$ cat config.mk
export PLATFORM = sky130hd
export DESIGN_NAME = prom_arbiter
export DESIGN_NICKNAME = d
export VERILOG_FILES = /design/src/rtl/prom_arb_pkg.sv /design/src/rtl/prom_arbiter_rr_arb2.sv /design/src/rtl/prom_arbiter.sv
export SDC_FILE = /design/constraint.sdc
export NUM_CORES = 1
export LEC_CHECK = 0
export ABC_AREA = 1
export ABC_CLOCK_PERIOD_IN_PS = 3100
export BUFFER_PORTS_ARGS = -buffer_cell sky130_fd_sc_hd__buf_2
export CAP_MARGIN = 10
export CORE_ASPECT_RATIO = 0.8
export CORE_MARGIN = 2
export CORE_UTILIZATION = 53
export CTS_BUF_LIST = sky130_fd_sc_hd__clkbuf_8
export CTS_CLUSTER_DIAMETER = 50
export DETAILED_ROUTE_END_ITERATION = 7
export PLACE_DENSITY = 0.89
export SYNTH_ARGS = -nofsm -noshare
export SYNTH_HDL_FRONTEND = slang
export SYNTH_SLANG_ARGS = --single-unit
$ cat constraint.sdc
create_clock -name clk -period 3.1 [get_ports clk]
set_input_delay 0.775 -clock clk [delete_from_list [all_inputs] [get_ports clk]]
set_output_delay 0.775 -clock clk [all_outputs]
set_load 0.02 [all_outputs]
$ cat src/rtl/prom_arb_pkg.sv
// Shared definitions for the PROM arbiter and the 512x8 PROM part model.
package prom_arb_pkg;

  localparam int PROM_ADDR_W = 9;
  localparam int PROM_DATA_W = 8;
  localparam int WAIT_W      = 4;

  typedef enum logic [1:0] {
    ST_IDLE   = 2'd0,
    ST_ACCESS = 2'd1,
    ST_ACK    = 2'd2
  } state_t;

endpackage

$ cat src/rtl/prom_arbiter_rr_arb2.sv
// Two-input round-robin grant; a tie goes to the requester not granted last.
module rr_arb2 (
  input  logic       clk,
  input  logic       reset,
  input  logic [1:0] i_req,
  input  logic       i_upd,
  output logic       o_valid,
  output logic       o_gnt_idx
);

  logic r_last_grant;

  always_comb begin
    o_valid   = |i_req;
    o_gnt_idx = (i_req == 2'b11) ? ~r_last_grant : i_req[1];
  end

  // Reset to 1 so requester 0 wins the first tie.
  always_ff @(posedge clk) begin
    if (reset) begin
      r_last_grant <= 1'b1;
    end else if (i_upd) begin
      r_last_grant <= o_gnt_idx;
    end
  end

endmodule

$ cat src/rtl/prom_arbiter.sv
// Shares one asynchronous PROM between two requesters: grant, hold CE_N low
// for WAIT_CYCLES clocks, capture the byte, then pulse the granted ack.
//
// state     | meaning
// ST_IDLE   | PROM disabled, arbitrating pending requests
// ST_ACCESS | PROM enabled with latched address, counting down access time
// ST_ACK    | byte captured in rdata, granted ack high for this cycle
module prom_arbiter
  import prom_arb_pkg::*;
#(
  parameter int ADDR_W      = PROM_ADDR_W,
  parameter int DATA_W      = PROM_DATA_W,
  parameter int WAIT_CYCLES = 1
) (
  input  logic              clk,
  input  logic              reset,
  input  logic              req0,
  input  logic [ADDR_W-1:0] addr0,
  output logic              ack0,
  input  logic              req1,
  input  logic [ADDR_W-1:0] addr1,
  output logic              ack1,
  output logic [DATA_W-1:0] rdata,
  output logic              busy,
  output logic [ADDR_W-1:0] prom_a,
  output logic              prom_ce_n,
  input  logic [DATA_W-1:0] prom_d
);

  localparam logic [WAIT_W-1:0] CNT_LOAD = WAIT_W'(WAIT_CYCLES - 1);

  state_t              r_state;
  state_t              w_state_nxt;
  logic [WAIT_W-1:0]   r_cnt;
  logic                r_gnt;
  logic [ADDR_W-1:0]   r_prom_a;
  logic                r_ce_n;
  logic [DATA_W-1:0]   r_rdata;
  logic                w_req_vld;
  logic                w_gnt_idx;
  logic                w_grant;
  logic                w_cnt_done;

  assign w_grant    = (r_state == ST_IDLE) && w_req_vld;
  assign w_cnt_done = (r_cnt == '0);

  rr_arb2 u_rr (
    .clk       (clk),
    .reset     (reset),
    .i_req     ({req1, req0}),
    .i_upd     (w_grant),
    .o_valid   (w_req_vld),
    .o_gnt_idx (w_gnt_idx)
  );

  always_ff @(posedge clk) begin
    if (reset) begin
      r_state <= ST_IDLE;
    end else begin
      r_state <= w_state_nxt;
    end
  end

  always_comb begin
    w_state_nxt = r_state;
    case (r_state)
      ST_IDLE:   if (w_req_vld) w_state_nxt = ST_ACCESS;
      ST_ACCESS: if (w_cnt_done) w_state_nxt = ST_ACK;
      ST_ACK:    w_state_nxt = ST_IDLE;
      default:   w_state_nxt = ST_IDLE;
    endcase
  end

  // prom_d is only looked at on the ACCESS->ACK edge; it may float otherwise.
  always_ff @(posedge clk) begin
    if (reset) begin
      r_cnt    <= '0;
      r_gnt    <= 1'b0;
      r_prom_a <= '0;
      r_ce_n   <= 1'b1;
      r_rdata  <= '0;
    end else begin
      case (r_state)
        ST_IDLE: begin
          if (w_grant) begin
            r_gnt    <= w_gnt_idx;
            r_prom_a <= w_gnt_idx ? addr1 : addr0;
            r_ce_n   <= 1'b0;
            r_cnt    <= CNT_LOAD;
          end
        end
        ST_ACCESS: begin
          if (w_cnt_done) begin
            r_rdata <= prom_d;
            r_ce_n  <= 1'b1;
          end else begin
            r_cnt <= r_cnt - 1'b1;
          end
        end
        default: ;
      endcase
    end
  end

  assign ack0      = (r_state == ST_ACK) && !r_gnt;
  assign ack1      = (r_state == ST_ACK) &&  r_gnt;
  assign busy      = (r_state == ST_ACCESS) || (r_state == ST_ACK);
  assign prom_a    = r_prom_a;
  assign prom_ce_n = r_ce_n;
  assign rdata     = r_rdata;

endmodule

==> flow_metrics.tcl, run 1 <==
set metrics [dict create \
    syn_to_final_growth_pct 24.0 \
    layoutNonFillerInstCount 243 \
    p_sw_share_pct 45.0 \
    finalSetupViolCount 0 \
    synth_compound_area_share_pct 22.6 \
    grt_use_total_pct 20.8 \
    worst-path-max-fanout 3 \
    timing.fmax_ghz 0.514 \
    wl_per_cell_um 10.3 \
    gp_congestion 0.789 \
    final_cell_mix "50 x buf_2, 31 x inv_1, 26 x o21ai_0, 26 x dfxtp_1, 23 x a21oi_1" \
    design_area_sq_um 1530 \
    post-cts-setup-buffer-count 0 \
    fp.dieW_um 58.0 \
    clkTransAtPathRegs_ns 0.08 \
    num_rows 15 \
    tritoncts "done" \
    synth_cell_types 18 \
    fin_nets 254 \
    finalClockSkew_ns 0.00159 \
    antenna_left 0 \
    hold_class "flop to flop" \
    worstSetupPathType "flop to primary output" \
    drcViolationCount 0 \
    nFillCells 192 \
    intPower_uw 858 \
    ios 51 \
    antenna_cells 0 \
    wirelength_um 2510 \
    drtIter0Drc 36 \
    grt_max_degree 24 \
    ff_latch_area_sq_um 520 \
    cts_hold_buffers 0 \
    antenna_found_initial 0 \
    synthesis.area_sq_um 1240 \
    synthXorXnorAreaFrac_pct 0 \
    synth_cells 170 \
    ys_seq_area_share_pct 42.1 \
    clkPwrFrac_pct 13.7 \
    clk_latency_ns 0.27 \
    pwr-share-seq_pct 34.8 \
    timing.hold.ws_ns 0.449 \
    slew_viol_final 0 \
    grt_pass1_vias 1057 \
    final_common_cell "buf_2" \
    core-area_sq_um 2180 \
    tightest_slew_ns 0.525 \
    port_buffers 50 \
    drt_pass1_iterations 4 \
    synthMuxAreaShare_pct 0 \
    fin_crit_sh_pct 62.8 \
    drive_gt1_share_pct 28.0 \
    yosys_warnings 0 \
    p_switching_uw 703 \
    drv_cap 0 \
    crit_required_ns 2.32 \
    cts_htree_levels 1 \
    crit_arrival_ns 1.17 \
    fin_crit_ns 1.95 \
    cts_buffers 3 \
    endpoint_kind "primary output" \
    synth_seq_cells 26 \
    rsz0062_at_grt "no" \
    postSynthAreaPerCell_sq_um 7.27 \
    die_y_um 47.2 \
    hold_violations 0 \
    cts-root-buf "clkbuf_8" \
    dieArea_sq_um 2740 \
    combPwrFrac_pct 51.4 \
    multiInputGateArea_sq_um 556 \
    dp_cells 239 \
    cellLeakagePower_nw 0.800 \
    synth-simple-area-share_pct 17.3 \
    synth_top_family_by_area "compound AO/OA/AOI/OAI gates" \
    syn_nets 205 \
    initial_core_util_pct 56.8 \
    vias 1201 \
    clock_sinks 26 \
    cts_buffer_depth 2 \
    grt_pass1_wl_um 4270 \
    status "finished, final reports clean" \
    ctsResizeCount 0 \
    ir_worst_vdd_v 0.000695 \
    vias_per_cell 4.94 \
    placed_area_sq_um 1480 \
    fin_setup_tns_ns 0 \
    overflow 0 \
    slew_headroom_pct 65.0 \
    powerDensity_nw_per_um2 1020 \
    synthAdderAreaFrac_pct 5.06 \
    start_kind "flop" \
    dp_hpwl_um 1850 \
]
-- layout make-up --
class                   count  area share [%]
repair buffers             50            16.3
clock buffers               4            3.59
flip-flops and latches     26            34.0
well taps                  25            2.04
multi-input cells         106            36.2
inverters                  32            7.84
-- critical path, cell delays in order (launching register included) --
cell	delay, ns
dfxtp_1	0.36
inv_1	0.09
ha_1	0.21
nand2_1	0.07
inv_1	0.03
buf_2	0.14
-- power groups by stage --
stage | Sequential (mW) | Clock (mW) | Combinational [mW]
floorplan | 0.666 | 0 | 0.500
global placement | 0.545 | 0 | 0.784
detailed placement | 0.549 | 0 | 0.801
CTS | 0.543 | 0.219 | 0.806
global route | 0.559 | 0.233 | 0.913
finish | 0.544 | 0.214 | 0.802
-- Yosys cell counts (all sizes together) --
| cell type | n | area, sq um |
|---|---|---|
| nand4 | 1 | 6.26 |
| nor2 | 15 | 56.3 |
| ha | 5 | 62.6 |
| buf | 4 | 32.5 |
| o21ai | 28 | 148 |
| nand2 | 23 | 96.4 |
| nand3 | 10 | 55.1 |
| clkbuf | 2 | 7.51 |
| a21oi | 24 | 131 |
| dfxtp | 26 | 521 |
| inv | 32 | 120 |
-- stage by stage --
stage,setup WS [ns],utilization (%),total power [mW]
3_3_place_gp,1.34,67.9,1.33
4_1_cts,1.15,70.4,1.57
3_5_place_dp,1.30,67.9,1.35
2_1_floorplan,1.46,-,1.17
6_report,1.15,70.4,1.56
5_1_grt,1.04,70.4,1.71
-- layer usage --
metal	share of wire (%)	global-route usage, %	wire length (um)
met4	1.3	6.98	32
met2	44	38.9	1110
met1	48	23.8	1210
met3	6.4	5.23	161
met5	0	0	0
-- cell families (layout without fill, tap and decap cells) --
logic type	after synthesis	in the layout
AND/OR/NAND/NOR	49	49
adder cells (fa/ha/maj)	5	5
buffers and inverters	38	86
flip-flops	26	26
AO/OA/AOI/OAI	52	52
-- sequential cells by signal, indices dropped and copies added (netlist names) --
register / flops
rdata: 8
prom_a: 9
r_state: 2
prom_ce_n: 1
r_gnt: 1
u_rr.r_last_grant: 1
r_cnt: 4
-- worst paths after layout --
check             start        to  slack, ns  cells after the start
min            rdata[4]  rdata[4]       0.45                      2
max          r_state[0]      ack1       1.15                      5
max reg2reg  r_state[1]  rdata[6]       1.47                      5
min reg2reg    rdata[4]  rdata[4]       0.45                      2
Note: power is estimated with default switching activity, not from simulation.
==> inputs of run 2 (changes only) <==
- ABC_AREA: 1 -> 0
- ABC_CLOCK_PERIOD_IN_PS: 3100 -> 2000
- CORE_UTILIZATION: 53 -> 49
- PLACE_DENSITY: 0.89 -> 0.83
- clock period: 3.1 -> 2 ns (I/O delays scaled with it)
==> flow_metrics.tcl, run 2 <==
set metrics [dict create \
    wl_met1_um 1230 \
    dp_hpwl_um 2050 \
    ys_seq_area_share_pct 42.6 \
    antenna_left 0 \
    r2r-end "r_cnt[0]" \
    synthesis.area_sq_um 1220 \
    endpoint_kind "flop" \
    rsz0062_at_grt "no" \
    drv_cap 0 \
    largest_reg_flops 9 \
    synth_seq_cells 26 \
    grt_use_total_pct 21.2 \
    min_path_cells 3 \
    status "finished, final reports clean" \
    syn_nets 174 \
    combPwrFrac_pct 48.8 \
    synth_edf_count 0 \
    synth.top_cells.by_count "26 x dfxtp_1, 22 x a21oi_1, 18 x nand2_1, 11 x mux2i_1, 9 x o21ai_0" \
    crit_required_ns 2.20 \
    yosys_warnings 0 \
    num_rows 16 \
    hp-start "prom_d[0]" \
    synth_cell_types 36 \
    wl_per_cell_um 13.0 \
    ios 51 \
    ir_worst_vdd_v 0.000934 \
    cellLeakagePower_nw 0.721 \
    async_flop_share_pct 0 \
    clock_sinks 26 \
    grt_max_degree 19 \
    gp_congestion 0.867 \
    core-area_sq_um 2400 \
    cts_htree_levels 1 \
    fin_crit_sh_pct 93.2 \
    drtIter0Drc 25 \
    cts_buffer_depth 2 \
    fin_nets 224 \
    drcViolationCount 0 \
    postSynthAreaPerCell_sq_um 8.79 \
    drt_pass1_iterations 4 \
    reg2regPathDepth 5 \
    met2_length_um 1320 \
    tightest_slew_ns 0.473 \
    pwr-share-seq_pct 32.9 \
    cts_buffers 3 \
    finalSetupViolCount 0 \
    wirelength_um 2790 \
    final_cell_mix "50 x buf_2, 26 x dfxtp_1, 22 x a21oi_1, 18 x nand2_1, 11 x mux2i_1" \
    vias_per_cell 5.36 \
    p_switching_uw 993 \
    dieArea_sq_um 2910 \
    start_kind "flop" \
    vias 1153 \
    slew_viol_final 0 \
    timing.hold.ws_ns 0.449 \
    initial_core_util_pct 50.8 \
    synth_area_leader_cell "dfxtp_1" \
    cts-root-buf "clkbuf_8" \
    fp.dieW_um 59.8 \
    rrSetupSlack_ns 0.14 \
    antenna_cells 0 \
    r2r_start "r_state[1]" \
    synthFlopType "dfxtp_1" \
    synth.most_common_cell "dfxtp_1" \
    route.met3.wl_um 166 \
    clkPwrFrac_pct 18.3 \
    synth_top_area_share_pct 42.6 \
    topRoutingLayerUsed "met4" \
    overflow 0 \
    post-cts-setup-buffer-count 0 \
    tritoncts "done" \
    die_y_um 48.7 \
    intPower_mw 1.42 \
    drive_gt1_share_pct 31.9 \
    worst-path-max-fanout 12 \
    clkTransAtPathRegs_ns 0.09 \
    clk_latency_ns 0.28 \
    p_sw_share_pct 41.2 \
    powerDensity_nw_per_um2 1550 \
    grt_pass1_wl_um 4590 \
    ctsResizeCount 0 \
    synthTopCellsByArea "dfxtp_1 43%, a21oi_1 9.0%, mux2i_1 9.0%" \
    hold_violations 0 \
    grt_pass1_vias 1094 \
    synth_cells 139 \
    holdPathEnd "rdata[0]" \
    worstSetupPathType "flop to flop" \
    syn_to_final_growth_pct 27.7 \
    fin_crit_ns 1.86 \
    antenna_found_initial 0 \
    timing.fmax_ghz 0.536 \
    cts_hold_buffers 0 \
    port_buffers 50 \
    crit_arrival_ns 2.07 \
    final_common_cell "buf_2" \
    fin_setup_tns_ns 0 \
    finalClockSkew_ns 0.00336 \
    hold_class "input pin to flop" \
    slew_headroom_pct 68.4 \
]
## run 2: how the worst max path moves through the flow
stage,startpoint,end,slack (ns),cells after the start
after floorplan,r_state[0],r_cnt[0],0.36,5
after global placement,r_state[0],r_cnt[0],0.31,5
after detailed placement,r_state[1],r_cnt[0],0.22,5
after CTS,r_state[1],r_cnt[0],0.14,5
after global routing,r_state[1],r_cnt[0],0.05,5
final,r_state[1],r_cnt[0],0.14,5
## run 2: cell families after synthesis
group	Yosys count	synth area share, %
fa+ha+maj	5	5.12
flops	26	42.6
simple gates	39	18.1
buf+inv	13	4.51
compound gates	45	20.6
mux	11	9.02
## run 2: layer usage
layer  up-vias  track usage, %
met5         -               0
met4         0            11.9
met3         7            5.61
met2        45            34.8
met1       507            24.4
li1        594               -
## run 2: power by group through the flow
stage	sequential, mW	clock (mW)	combinational [mW]
2_1_floorplan	0.928	0	0.735
3_3_place_gp	0.793	0	1.11
3_5_place_dp	0.802	0	1.17
4_1_cts	0.793	0.446	1.18
5_1_grt	0.816	0.464	1.30
6_report	0.794	0.441	1.18
## run 2: layout make-up
| class | count | area, sq um |
|---|---|---|
| clock buffer | 3 | 41.3 |
| clock inverter | 1 | 30.0 |
| fill | 194 | 843 |
| inverter | 6 | 22.5 |
| multi-input combinational | 100 | 646 |
| sequential | 26 | 520 |
| tap | 27 | 33.8 |
| timing repair buffer | 52 | 265 |
## run 2: critical path, stage by stage, from the launching register on
cell and delay, ns:
dfxtp_1 0.35, inv_1 0.11, ha_1 0.39, nor2_1 0.19, or4_4 0.52, a211oi_2 0.24
## run 2: stage by stage
step                      utilization, %  cell area (sq um)  setup slack, ns  total power [mW]  instances
after detailed placement            61.9               1490            0.221              1.97        211
final                               64.9               1560            0.135              2.41        215
after global routing                64.9               1560           0.0505              2.58        215
after global placement              61.9               1490            0.311              1.90        211
after CTS                           64.9               1560            0.144              2.42        215
after floorplan                        -               1220            0.363              1.66        139
==> inputs of run 3 (changes only) <==
--- a/config.mk
+++ b/config.mk
@@ -16,5 +16,5 @@
 export CTS_CLUSTER_DIAMETER = 50
 export DETAILED_ROUTE_END_ITERATION = 7
-export PLACE_DENSITY = 0.83
+export PLACE_DENSITY = 0.81
 export SYNTH_ARGS = -nofsm -noshare
 export SYNTH_HDL_FRONTEND = slang
==> constraint.sdc (replaced) <==
create_clock -name clk -period 2 [get_ports clk]
set_input_delay 0.4 -clock clk [delete_from_list [all_inputs] [get_ports clk]]
set_output_delay 0.4 -clock clk [all_outputs]
set_load 0.02 [all_outputs]
==> flow_metrics.tcl, run 3 (same netlist as run 2, synthesis figures left out) <==
set metrics [dict create \
    status "finished, final reports clean" \
    fin_setup_tns_ns 0 \
    endpoint_kind "flop" \
    tritoncts "done" \
    placed_area_sq_um 1500 \
    design_area_sq_um 1550 \
    clk_latency_ns 0.27 \
    post-cts-setup-buffer-count 0 \
    hp-start "prom_d[4]" \
    finalClockSkew_ns 0.00146 \
    initial_core_util_pct 50.8 \
    drtIter0Drc 35 \
    drcViolationCount 0 \
    grt_max_degree 19 \
    antenna_cells 0 \
    final_cell_mix "50 x buf_2, 26 x dfxtp_1, 22 x a21oi_1, 18 x nand2_1, 11 x mux2i_1" \
    met2_length_um 1380 \
    combPwrFrac_pct 51.2 \
    drt_pass1_iterations 4 \
    cellLeakagePower_nw 0.719 \
    drive_gt1_share_pct 32.3 \
    worst-path-max-fanout 8 \
    powerDensity_nw_per_um2 1490 \
    vias_per_cell 5.38 \
    start_kind "flop" \
    antenna_left 0 \
    num_rows 16 \
    fin_crit_sh_pct 88.8 \
    grt_use_total_pct 20.6 \
    wl_met1_um 1210 \
    crit_arrival_ns 1.98 \
    slew_headroom_pct 65.0 \
    route.met3.wl_um 194 \
    cts_buffers 3 \
    p_switching_uw 980 \
    drv_cap 0 \
    overflow 0 \
    antenna_found_initial 0 \
    rsz0062_at_grt "no" \
    vias 1162 \
    cts_buffer_depth 2 \
    dp_hpwl_um 2130 \
    clock_sinks 26 \
    ctsResizeCount 0 \
    timing.fmax_ghz 0.563 \
    fp.dieW_um 59.8 \
    tightest_slew_ns 0.525 \
    p_sw_share_pct 42.3 \
    largest_reg_flops 9 \
    pwr-share-seq_pct 34.1 \
    topRoutingLayerUsed "met4" \
    ir_worst_vdd_v 0.000670 \
    hold_class "input pin to flop" \
    worstSetupPathType "flop to flop" \
    grt_pass1_vias 1108 \
    fin_crit_ns 1.78 \
    cts-root-buf "clkbuf_8" \
    r2r_start "r_state[0]" \
    fin_nets 225 \
    die_y_um 48.7 \
    crit_required_ns 2.20 \
    clkTransAtPathRegs_ns 0.09 \
    port_buffers 50 \
    intPower_mw 1.34 \
    wl_per_cell_um 12.9 \
    core-area_sq_um 2400 \
    wirelength_um 2790 \
    dieArea_sq_um 2910 \
    slew_viol_final 0 \
    clkPwrFrac_pct 14.7 \
    hold_violations 0 \
    critPathLaunch "r_state[0]" \
    grt_pass1_wl_um 4660 \
    gp_congestion 0.853 \
    cts_htree_levels 1 \
    syn_to_final_growth_pct 26.9 \
    cts_hold_buffers 0 \
    final_common_cell "buf_2" \
    finalSetupViolCount 0 \
    ios 51 \
]
## run 3: cell types whose count changed in the layout (fill, tap and decap cells not counted)
cell / change
bufinv_16: -1
clkbuf_8: +1
buf_4: +1
## run 3: final cells by class
cell class	count	area, sq um
Fill cell	192	852
Inverter	6	22.5
Tap cell	27	33.8
Timing Repair Buffer	53	273
Multi-Input combinational cell	100	646
Clock buffer	4	55.1
Sequential cell	26	520
## run 3: per-stage QoR
stage | hold slack (ns) | power, mW | setup slack, ns | std cells | utilization [%]
6_report | 0.355 | 2.32 | 0.224 | 216 | 64.5
5_1_grt | 0.364 | 2.49 | 0.126 | 216 | 64.5
4_1_cts | 0.356 | 2.33 | 0.214 | 216 | 64.5
3_5_place_dp | 0.449 | 1.98 | 0.225 | 212 | 62.2
3_3_place_gp | 0.441 | 1.91 | 0.316 | 212 | 62.2
2_1_floorplan | 0.452 | 1.66 | 0.363 | 139 | -
## run 3: worst max-delay path, cell delays in order (launching register included)
cell	delay [ns]
dfxtp_1	0.37
inv_1	0.09
ha_1	0.29
nor3b_2	0.24
or4_4	0.52
a211oi_2	0.21
## run 3: power by group through the flow
stage                     clock network (mW)  logic [mW]  registers, mW
after floorplan                            0       0.735          0.928
after global placement                     0        1.12          0.788
after detailed placement                   0        1.18          0.795
after CTS                              0.349        1.19          0.787
after global routing                   0.364        1.32          0.814
final                                  0.340        1.19          0.789
## run 3: final timing paths
check / slack [ns] / cells after the start / end
max: 0.22 / 5 / r_cnt[0]
min: 0.35 / 3 / rdata[4]
max reg2reg: 0.22 / 5 / r_cnt[0]
min reg2reg: 0.46 / 2 / rdata[4]
## run 3: per-layer routing
layer  vias to the layer above  global-route usage (%)
met4                         0                    2.96
li1                        595                       -
met1                       523                    23.7
met5                         -                       0
met3                         2                    7.22
met2                        42                    36.8
